`src/rtl/hack_loader_pkg.sv`:
```
// hack_loader_pkg: shared definitions for the Hack serial program loader.
//   - loader FSM and byte-receiver state encodings
//   - default clock/baud constants and the derived CLKS_PER_BIT
//   - helpers for bit timing and the maximum loadable word count
package hack_loader_pkg;

    localparam int CLK_HZ_DEFAULT = 100_000_000;
    localparam int BAUD_DEFAULT   = 115_200;
    localparam int CLKS_PER_BIT   = CLK_HZ_DEFAULT / BAUD_DEFAULT;

    typedef enum logic [2:0] {
        IDLE,
        CNT_HI,
        CNT_LO,
        DATA_HI,
        DATA_LO,
        WRITE,
        DONE,
        ERROR
    } loader_state_t;

    typedef enum logic [1:0] {
        RX_IDLE,
        RX_START,
        RX_DATA,
        RX_STOP
    } rx_state_t;

    // Clock cycles per serial bit (integer division).
    function automatic int calc_clks_per_bit(input int clk_hz, input int baud);
        return clk_hz / baud;
    endfunction

    // Largest legal word count: the whole instruction memory, 2^addr_w words.
    // 17 bits so that a 16-bit address space still fits.
    function automatic logic [16:0] count_limit(input int addr_w);
        return 17'(1) << addr_w;
    endfunction

endpackage

```
`src/rtl/hack_program_loader_uart_rx.sv`:
```
// uart_rx: 8N1 byte receiver.
//   clk, reset     : system clock, async active-high reset
//   rx             : raw serial line, idle high, asynchronous to clk
//   byte_valid     : one-cycle pulse when a frame completes
//   byte_data[7:0] : received byte (LSB first on the wire)
//   frame_err      : stop bit sampled low for the frame in byte_data
module uart_rx
    import hack_loader_pkg::*;
#(
    parameter int CLKS_PER_BIT = 16
) (
    input  logic       clk,
    input  logic       reset,
    input  logic       rx,
    output logic       byte_valid,
    output logic [7:0] byte_data,
    output logic       frame_err
);

    localparam int CW = $clog2(CLKS_PER_BIT + 1);
    localparam logic [CW-1:0] HALF_M1 = CW'(CLKS_PER_BIT / 2 - 1);
    localparam logic [CW-1:0] FULL_M1 = CW'(CLKS_PER_BIT - 1);

    logic          rx_meta, rx_sync, rx_prev;
    rx_state_t     st;
    logic [CW-1:0] tick;
    logic [2:0]    bit_idx;
    logic [7:0]    shift;

    always_ff @(posedge clk or posedge reset) begin
        if (reset) begin
            rx_meta    <= 1'b1;
            rx_sync    <= 1'b1;
            rx_prev    <= 1'b1;
            st         <= RX_IDLE;
            tick       <= '0;
            bit_idx    <= '0;
            shift      <= '0;
            byte_valid <= 1'b0;
            byte_data  <= '0;
            frame_err  <= 1'b0;
        end else begin
            rx_meta    <= rx;
            rx_sync    <= rx_meta;
            rx_prev    <= rx_sync;
            byte_valid <= 1'b0;
            case (st)
                RX_IDLE: begin
                    if (rx_prev && !rx_sync) begin
                        st   <= RX_START;
                        tick <= '0;
                    end
                end
                // Half a bit in: line back high means the "start" was a glitch.
                RX_START: begin
                    if (tick == HALF_M1) begin
                        tick    <= '0;
                        bit_idx <= '0;
                        st      <= rx_sync ? RX_IDLE : RX_DATA;
                    end else begin
                        tick <= tick + CW'(1);
                    end
                end
                // Tick is now aligned to bit centres.
                RX_DATA: begin
                    if (tick == FULL_M1) begin
                        tick  <= '0;
                        shift <= {rx_sync, shift[7:1]};
                        if (bit_idx == 3'd7) st <= RX_STOP;
                        else                 bit_idx <= bit_idx + 3'd1;
                    end else begin
                        tick <= tick + CW'(1);
                    end
                end
                RX_STOP: begin
                    if (tick == FULL_M1) begin
                        tick       <= '0;
                        byte_valid <= 1'b1;
                        byte_data  <= shift;
                        frame_err  <= !rx_sync;
                        st         <= RX_IDLE;
                    end else begin
                        tick <= tick + CW'(1);
                    end
                end
                default: st <= RX_IDLE;
            endcase
        end
    end

endmodule

```
`src/rtl/hack_program_loader.sv`:
```
// hack_program_loader: loads the Hack instruction memory over UART.
// Protocol: 16-bit word count then that many 16-bit instructions, MSB byte
// first; words go to consecutive addresses from 0.
//   clk, reset : system clock, async active-high reset
//   rx         : UART receive line (8N1, idle high)
//   rom_we     : one-cycle instruction memory write strobe
//   rom_addr   : write address
//   rom_data   : instruction word to write
//   cpu_hold   : keeps the CPU in reset during a load and after an error
//   busy       : load in progress
//   done       : last load completed
//   error      : last load aborted (bad count, framing error or timeout)
module hack_program_loader
    import hack_loader_pkg::*;
#(
    parameter int CLK_HZ         = 100_000_000,
    parameter int BAUD           = 115_200,
    parameter int ADDR_W         = 15,
    parameter int TIMEOUT_CYCLES = 10_000_000
) (
    input  logic              clk,
    input  logic              reset,
    input  logic              rx,
    output logic              rom_we,
    output logic [ADDR_W-1:0] rom_addr,
    output logic [15:0]       rom_data,
    output logic              cpu_hold,
    output logic              busy,
    output logic              done,
    output logic              error
);

    localparam int            CPB   = calc_clks_per_bit(CLK_HZ, BAUD);
    localparam logic [16:0]   LIMIT = count_limit(ADDR_W);
    localparam int            TW    = $clog2(TIMEOUT_CYCLES + 1);
    localparam logic [TW-1:0] TMAX  = TW'(TIMEOUT_CYCLES);

    logic          byte_valid, frame_err;
    logic [7:0]    byte_data;
    loader_state_t state, state_n;
    logic [15:0]   count, cnt_full;
    logic [TW-1:0] tcnt;
    logic          busy_st, timeout, accept, last_word;

    uart_rx #(.CLKS_PER_BIT(CPB)) u_rx (
        .clk       (clk),
        .reset     (reset),
        .rx        (rx),
        .byte_valid(byte_valid),
        .byte_data (byte_data),
        .frame_err (frame_err)
    );

    assign busy_st   = state inside {CNT_LO, DATA_HI, DATA_LO, WRITE};
    assign timeout   = busy_st && (tcnt == TMAX);
    assign accept    = byte_valid && !frame_err;
    assign cnt_full  = {count[15:8], byte_data};
    assign last_word = 17'(rom_addr) == (17'(count) - 17'd1);

    always_comb begin
        state_n = state;
        case (state)
            // A bad frame while idle/done is noise and ignored; in ERROR we
            // stay put anyway. Only a clean byte starts a new load.
            IDLE, CNT_HI, DONE, ERROR: if (accept) state_n = CNT_LO;
            CNT_LO: begin
                if (byte_valid) begin
                    if (frame_err)                        state_n = ERROR;
                    else if (cnt_full == 16'd0)           state_n = DONE;
                    else if ({1'b0, cnt_full} > LIMIT)    state_n = ERROR;
                    else                                  state_n = DATA_HI;
                end
            end
            DATA_HI: if (byte_valid) state_n = frame_err ? ERROR : DATA_LO;
            DATA_LO: if (byte_valid) state_n = frame_err ? ERROR : WRITE;
            WRITE:   state_n = last_word ? DONE : DATA_HI;
            default: state_n = IDLE;
        endcase
        if (timeout) state_n = ERROR;
    end

    // Outputs are registered from the next state so they line up with state.
    always_ff @(posedge clk or posedge reset) begin
        if (reset) begin
            state    <= IDLE;
            count    <= '0;
            tcnt     <= '0;
            rom_we   <= 1'b0;
            rom_addr <= '0;
            rom_data <= '0;
            cpu_hold <= 1'b0;
            busy     <= 1'b0;
            done     <= 1'b0;
            error    <= 1'b0;
        end else begin
            state    <= state_n;
            rom_we   <= (state_n == WRITE);
            cpu_hold <= state_n inside {CNT_LO, DATA_HI, DATA_LO, WRITE, ERROR};
            busy     <= state_n inside {CNT_LO, DATA_HI, DATA_LO, WRITE};
            done     <= (state_n == DONE);
            error    <= (state_n == ERROR);

            if (!busy_st || byte_valid) tcnt <= '0;
            else if (tcnt != TMAX)      tcnt <= tcnt + TW'(1);

            if (accept && !timeout) begin
                case (state)
                    IDLE, CNT_HI, DONE, ERROR: count[15:8] <= byte_data;
                    CNT_LO: begin
                        count[7:0] <= byte_data;
                        rom_addr   <= '0;
                    end
                    DATA_HI: rom_data[15:8] <= byte_data;
                    DATA_LO: rom_data[7:0]  <= byte_data;
                    default: ;
                endcase
            end

            // The count check bounds rom_addr, so this increment never wraps.
            if (state == WRITE && state_n == DATA_HI)
                rom_addr <= rom_addr + ADDR_W'(1);
        end
    end

endmodule

```
`config.mk`:
```
export PLATFORM = sky130hd
export DESIGN_NAME = hack_program_loader
export DESIGN_NICKNAME = d
export VERILOG_FILES = /design/src/rtl/hack_loader_pkg.sv /design/src/rtl/hack_program_loader_uart_rx.sv /design/src/rtl/hack_program_loader.sv
export SDC_FILE = /design/constraint.sdc
export NUM_CORES = 1
export LEC_CHECK = 0
export ABC_CLOCK_PERIOD_IN_PS = 4680
export BUFFER_PORTS_ARGS = -buffer_cell sky130_fd_sc_hd__buf_4
export CAP_MARGIN = 25
export CORE_MARGIN = 5
export CORE_UTILIZATION = 55
export CTS_BUF_LIST = sky130_fd_sc_hd__clkbuf_8
export DETAILED_ROUTE_END_ITERATION = 6
export GPL_ROUTABILITY_DRIVEN = 1
export GPL_TIMING_DRIVEN = 0
export PLACE_DENSITY_LB_ADDON = 0.12
export SETUP_SLACK_MARGIN = 0.05
export SLEW_MARGIN = 20
export SYNTH_ARGS = -nofsm -noshare
export SYNTH_HDL_FRONTEND = slang
export SYNTH_SLANG_ARGS = --single-unit
```
`constraint.sdc`:
```
create_clock -name clk -period 4.68 [get_ports clk]
set_input_delay 0.936 -clock clk [delete_from_list [all_inputs] [get_ports clk]]
set_output_delay 0.936 -clock clk [all_outputs]
set_load 0.01 [all_outputs]
```
==> reports/results.tsv <==
stage	metric	value	unit
run_status	run status	finished clean	
yosys	Synthesized Nets	603	
final_layout	fin nets	661	
worst_setup_path	Arr. time, crit path	4080	ps
sta	final setup fails	0	
yosys	Post-Syn Area per Cell	10.0	µm²
drt	first-pass iteration count of the detailed router	5	
floorplan	Cell Rows	38	
drt	Post-Route WL	12500	µm
worst_setup_path	most used cell, CP	buf_2	
sta	skew final	11.6	ps
final_layout	Ant. Diodes	0	
cts	H-tree depth	4	
yosys	post-synth top area share	47.3	%
worst_setup_path	CP Cell Sequence	inv_1 -> ha_1 -> or4b_1 -> buf_2 -> or4_1 -> a211o_1 -> a311o_1 -> nor4_2 -> nor2_2 -> buf_2 -> a221o_1	
cts	number of setup buffers added after CTS	0	
global_routing	largest net degree at the start of global routing	85	
yosys	main flop type after synthesis	dfrtp_1	
floorplan	Die Wd	114	µm
yosys	Synth area leader	dfrtp_1	
pwr	peak supply drop	0.000211	V
drt	DR DRC count	0	
sta	setup TNS	0	ps
floorplan	top-level I/O count	39	
cts	TritonCTS Sinks	115	
placed_design	dpl ws	928	ps
placed_design	RD Place Congestion	0.848	
cts	Bufs on Longest Clock Path	2	
drt	drt wl/cell	15.6	µm
floorplan	Chip Height	114	µm
sta	Final WS setup	915	ps
placed_design	placed insts	771	
sta	Final Hold Vio Count	0	
yosys	FF+latch count, synth	115	
job	Max-Cap Viols	0	
cts	Worst-path clk slew	80	ps
drt	Vias	4594	
global_routing	total gr overflow	0	
yosys	Post-synth EDFFs	0	
sta	Final Max Tran Viols	0	
worst_setup_path	CP Launch Type	flop	
global_routing	Tot GR Track Use	20.3	%
worst_setup_path	Reg2Reg Setup Slack	920	ps
yosys	Cell variety after synth	60	
pwr	P per Cell Area	332	nW/µm²
worst_setup_path	crit-path max FO	10	
floorplan	initial core utilization	55.4	%
sta	Slew @ Worst Pin	840	ps
final_layout	number of fillers in the final layout	857	
worst_setup_path	CP max-delay cell	or4_1	
yosys	Mapped Cells	592	
min_path	Hold Crit Class	flop to flop	
sta	RSZ-0062 raised after global routing	no	
sta	part of the cycle the worst path needs	80.4	%
cts	clk_lat worst skew	430	ps
yosys	sequential share of the synthesized area	48.6	%
placed_design	DP Wirelength	8720	µm
final_layout	Util after Layout	64.4	%
final_layout	layout cells sized above 1	20.2	%
global_routing	global-route wire length before repair	21200	µm
yosys	Post-Syn Area	5930	µm²
cts	# hold bufs at CTS	0	
yosys	number of synthesis warnings	0	
worst_setup_path	CP endpoint kind	flop	
floorplan	Die Area	13000	µm²
global_routing	initial antenna violation count	0	
pwr	PnR Total Power	2.29	mW
yosys	Async SR Flop Fraction	100	%
sta	minimum clock period	3760	ps
sta	Rel. slew slack	43.5	%
cts	Root Buffer	clkbuf_8	
cts	Num CTS Buffers	17	
worst_setup_path	Worst Path Class, Setup	flop to flop	
cts	TritonCTS clock tree	yes	
sta	achievable clock frequency	266	MHz
yosys	Synth area leaders	dfrtp_1, mux2_2, nand2_1, xor2_1, nor2_1	
placed_design	Port Buf Inserts	38	
drt	Final ANT Viol Nets	0	
worst_setup_path	CP max stage delay	500	ps
floorplan	placeable core area	10700	µm²
final_layout	final cell count without fillers	803	
final_layout	P&R area growth vs syn	16.1	%
drt	1st-iter DRT viols	342	
worst_setup_path	Crit path required time	4990	ps
pwr	leak pwr	3.22	nW
cts	post-CTS sizing	0	
drt	Via density	5.72	
global_routing	vias in the first global route	4505	
[critical path: cells and delay by family (launching register included)]
| family | cells | cell delay [ps] |
|---|---|---|
| buffers and inverters | 3 | 500 |
| AO/OA/AOI/OAI | 3 | 960 |
| flip-flops | 1 | 450 |
| adder cells (fa/ha/maj) | 1 | 230 |
| AND/OR/NAND/NOR | 4 | 1500 |
[area by class of cell]
type	count	area, µm²	share of cell area, %
inverter	19	76.3	1.11
buffer	24	101	1.47
sequential	115	2880	41.8
clock buffer	17	234	3.40
timing repair buffer	39	313	4.54
clock inverter	15	218	3.16
tap	140	175	2.54
multi-input combinational	434	2890	41.9
[state kept, by name, summed over array words and instances (netlist names), named ones only]
signal           count
count               16
u_rx.byte_data       8
u_rx.byte_valid      1
cpu_hold             1
u_rx.st              1
state                3
u_rx.rx_prev         1
done                 1
u_rx.tick           10
tcnt                24
u_rx.rx_meta         1
rom_addr            15
rom_we               1
u_rx.rx_sync         1
u_rx.frame_err       1
u_rx.bit_idx         3
rom_data            16
u_rx.shift           8
busy                 1
error                1
[stage by stage]
| step | area, µm² | hold slack, ps |
|---|---|---|
| floorplan | 5930 | 345 |
| global placement | 6390 | 348 |
| CTS | 6880 | 365 |
| global route | 6890 | 365 |
| detailed placement | 6430 | 350 |
| finish | 6890 | 363 |
[report_power, final]
part           switching, mW  internal (mW)
registers             0.0448           1.04
clock network          0.447          0.595
logic                 0.0953         0.0688
total                  0.587           1.70
[synth_stat cells, drive strengths merged, types with 6 or more instances]
cell type / number
dfrtp: 112
nand2: 71
nor2: 47
mux2: 42
o21ai: 31
xor2: 28
nand3: 19
clkbuf: 18
inv: 18
nor3: 17
nor4: 13
a21oi: 11
a221o: 11
xnor2: 11
and3: 10
nand4: 9
nor2b: 9
ha: 8
nand2b: 8
or3: 8
and2: 7
mux2i: 7
or2: 7
a31oi: 6
buf: 6
[logic make-up after synthesis]
group,count (synthesis),share of synthesized area (%)
XOR/XNOR,39,5.76
flip-flops,115,48.6
AND/OR/NAND/NOR,248,21.5
multiplexers,49,9.16
adder cells (fa/ha/maj),8,1.69
AO/OA/AOI/OAI,90,10.4
buffers and inverters,43,2.91
[worst paths after layout]
path,end,cells after the start,from
max reg2reg,rom_addr[14],11,count[0]
min reg2reg,u_rx.rx_sync,0,u_rx.rx_meta
min in group asynchronous,u_rx.tick[0],2,reset
max in group asynchronous,u_rx.rx_prev,3,reset
min,u_rx.rx_sync,0,u_rx.rx_meta
max,rom_addr[14],11,count[0]
[per-layer routing]
metal / vias to the layer above / track usage [%] / wire, µm
met4: 0 / 8.79 / 209
met5: - / 0 / 0
met3: 22 / 4.24 / 428
met2: 82 / 33.8 / 6230
li1: 2235 / - / -
met1: 2255 / 25.8 / 5640
[cell usage in the layout, fill, tap and decap left out, types with 9 or more instances in the layout]
cell and n:
dfrtp_1 112, nand2_1 71, nor2_1 46, mux2_2 41, buf_4 38, o21ai_0 31, xor2_1 28, nand3_1 19
clkbuf_1 18, inv_1 17, clkbuf_8 17, nor3_1 16, nor4_1 11, xnor2_1 11, a21oi_1 11, a221o_1 11
and3_1 10, nor2b_1 9, nand4_1 9
Note: power is estimated with default switching activity, not from simulation.
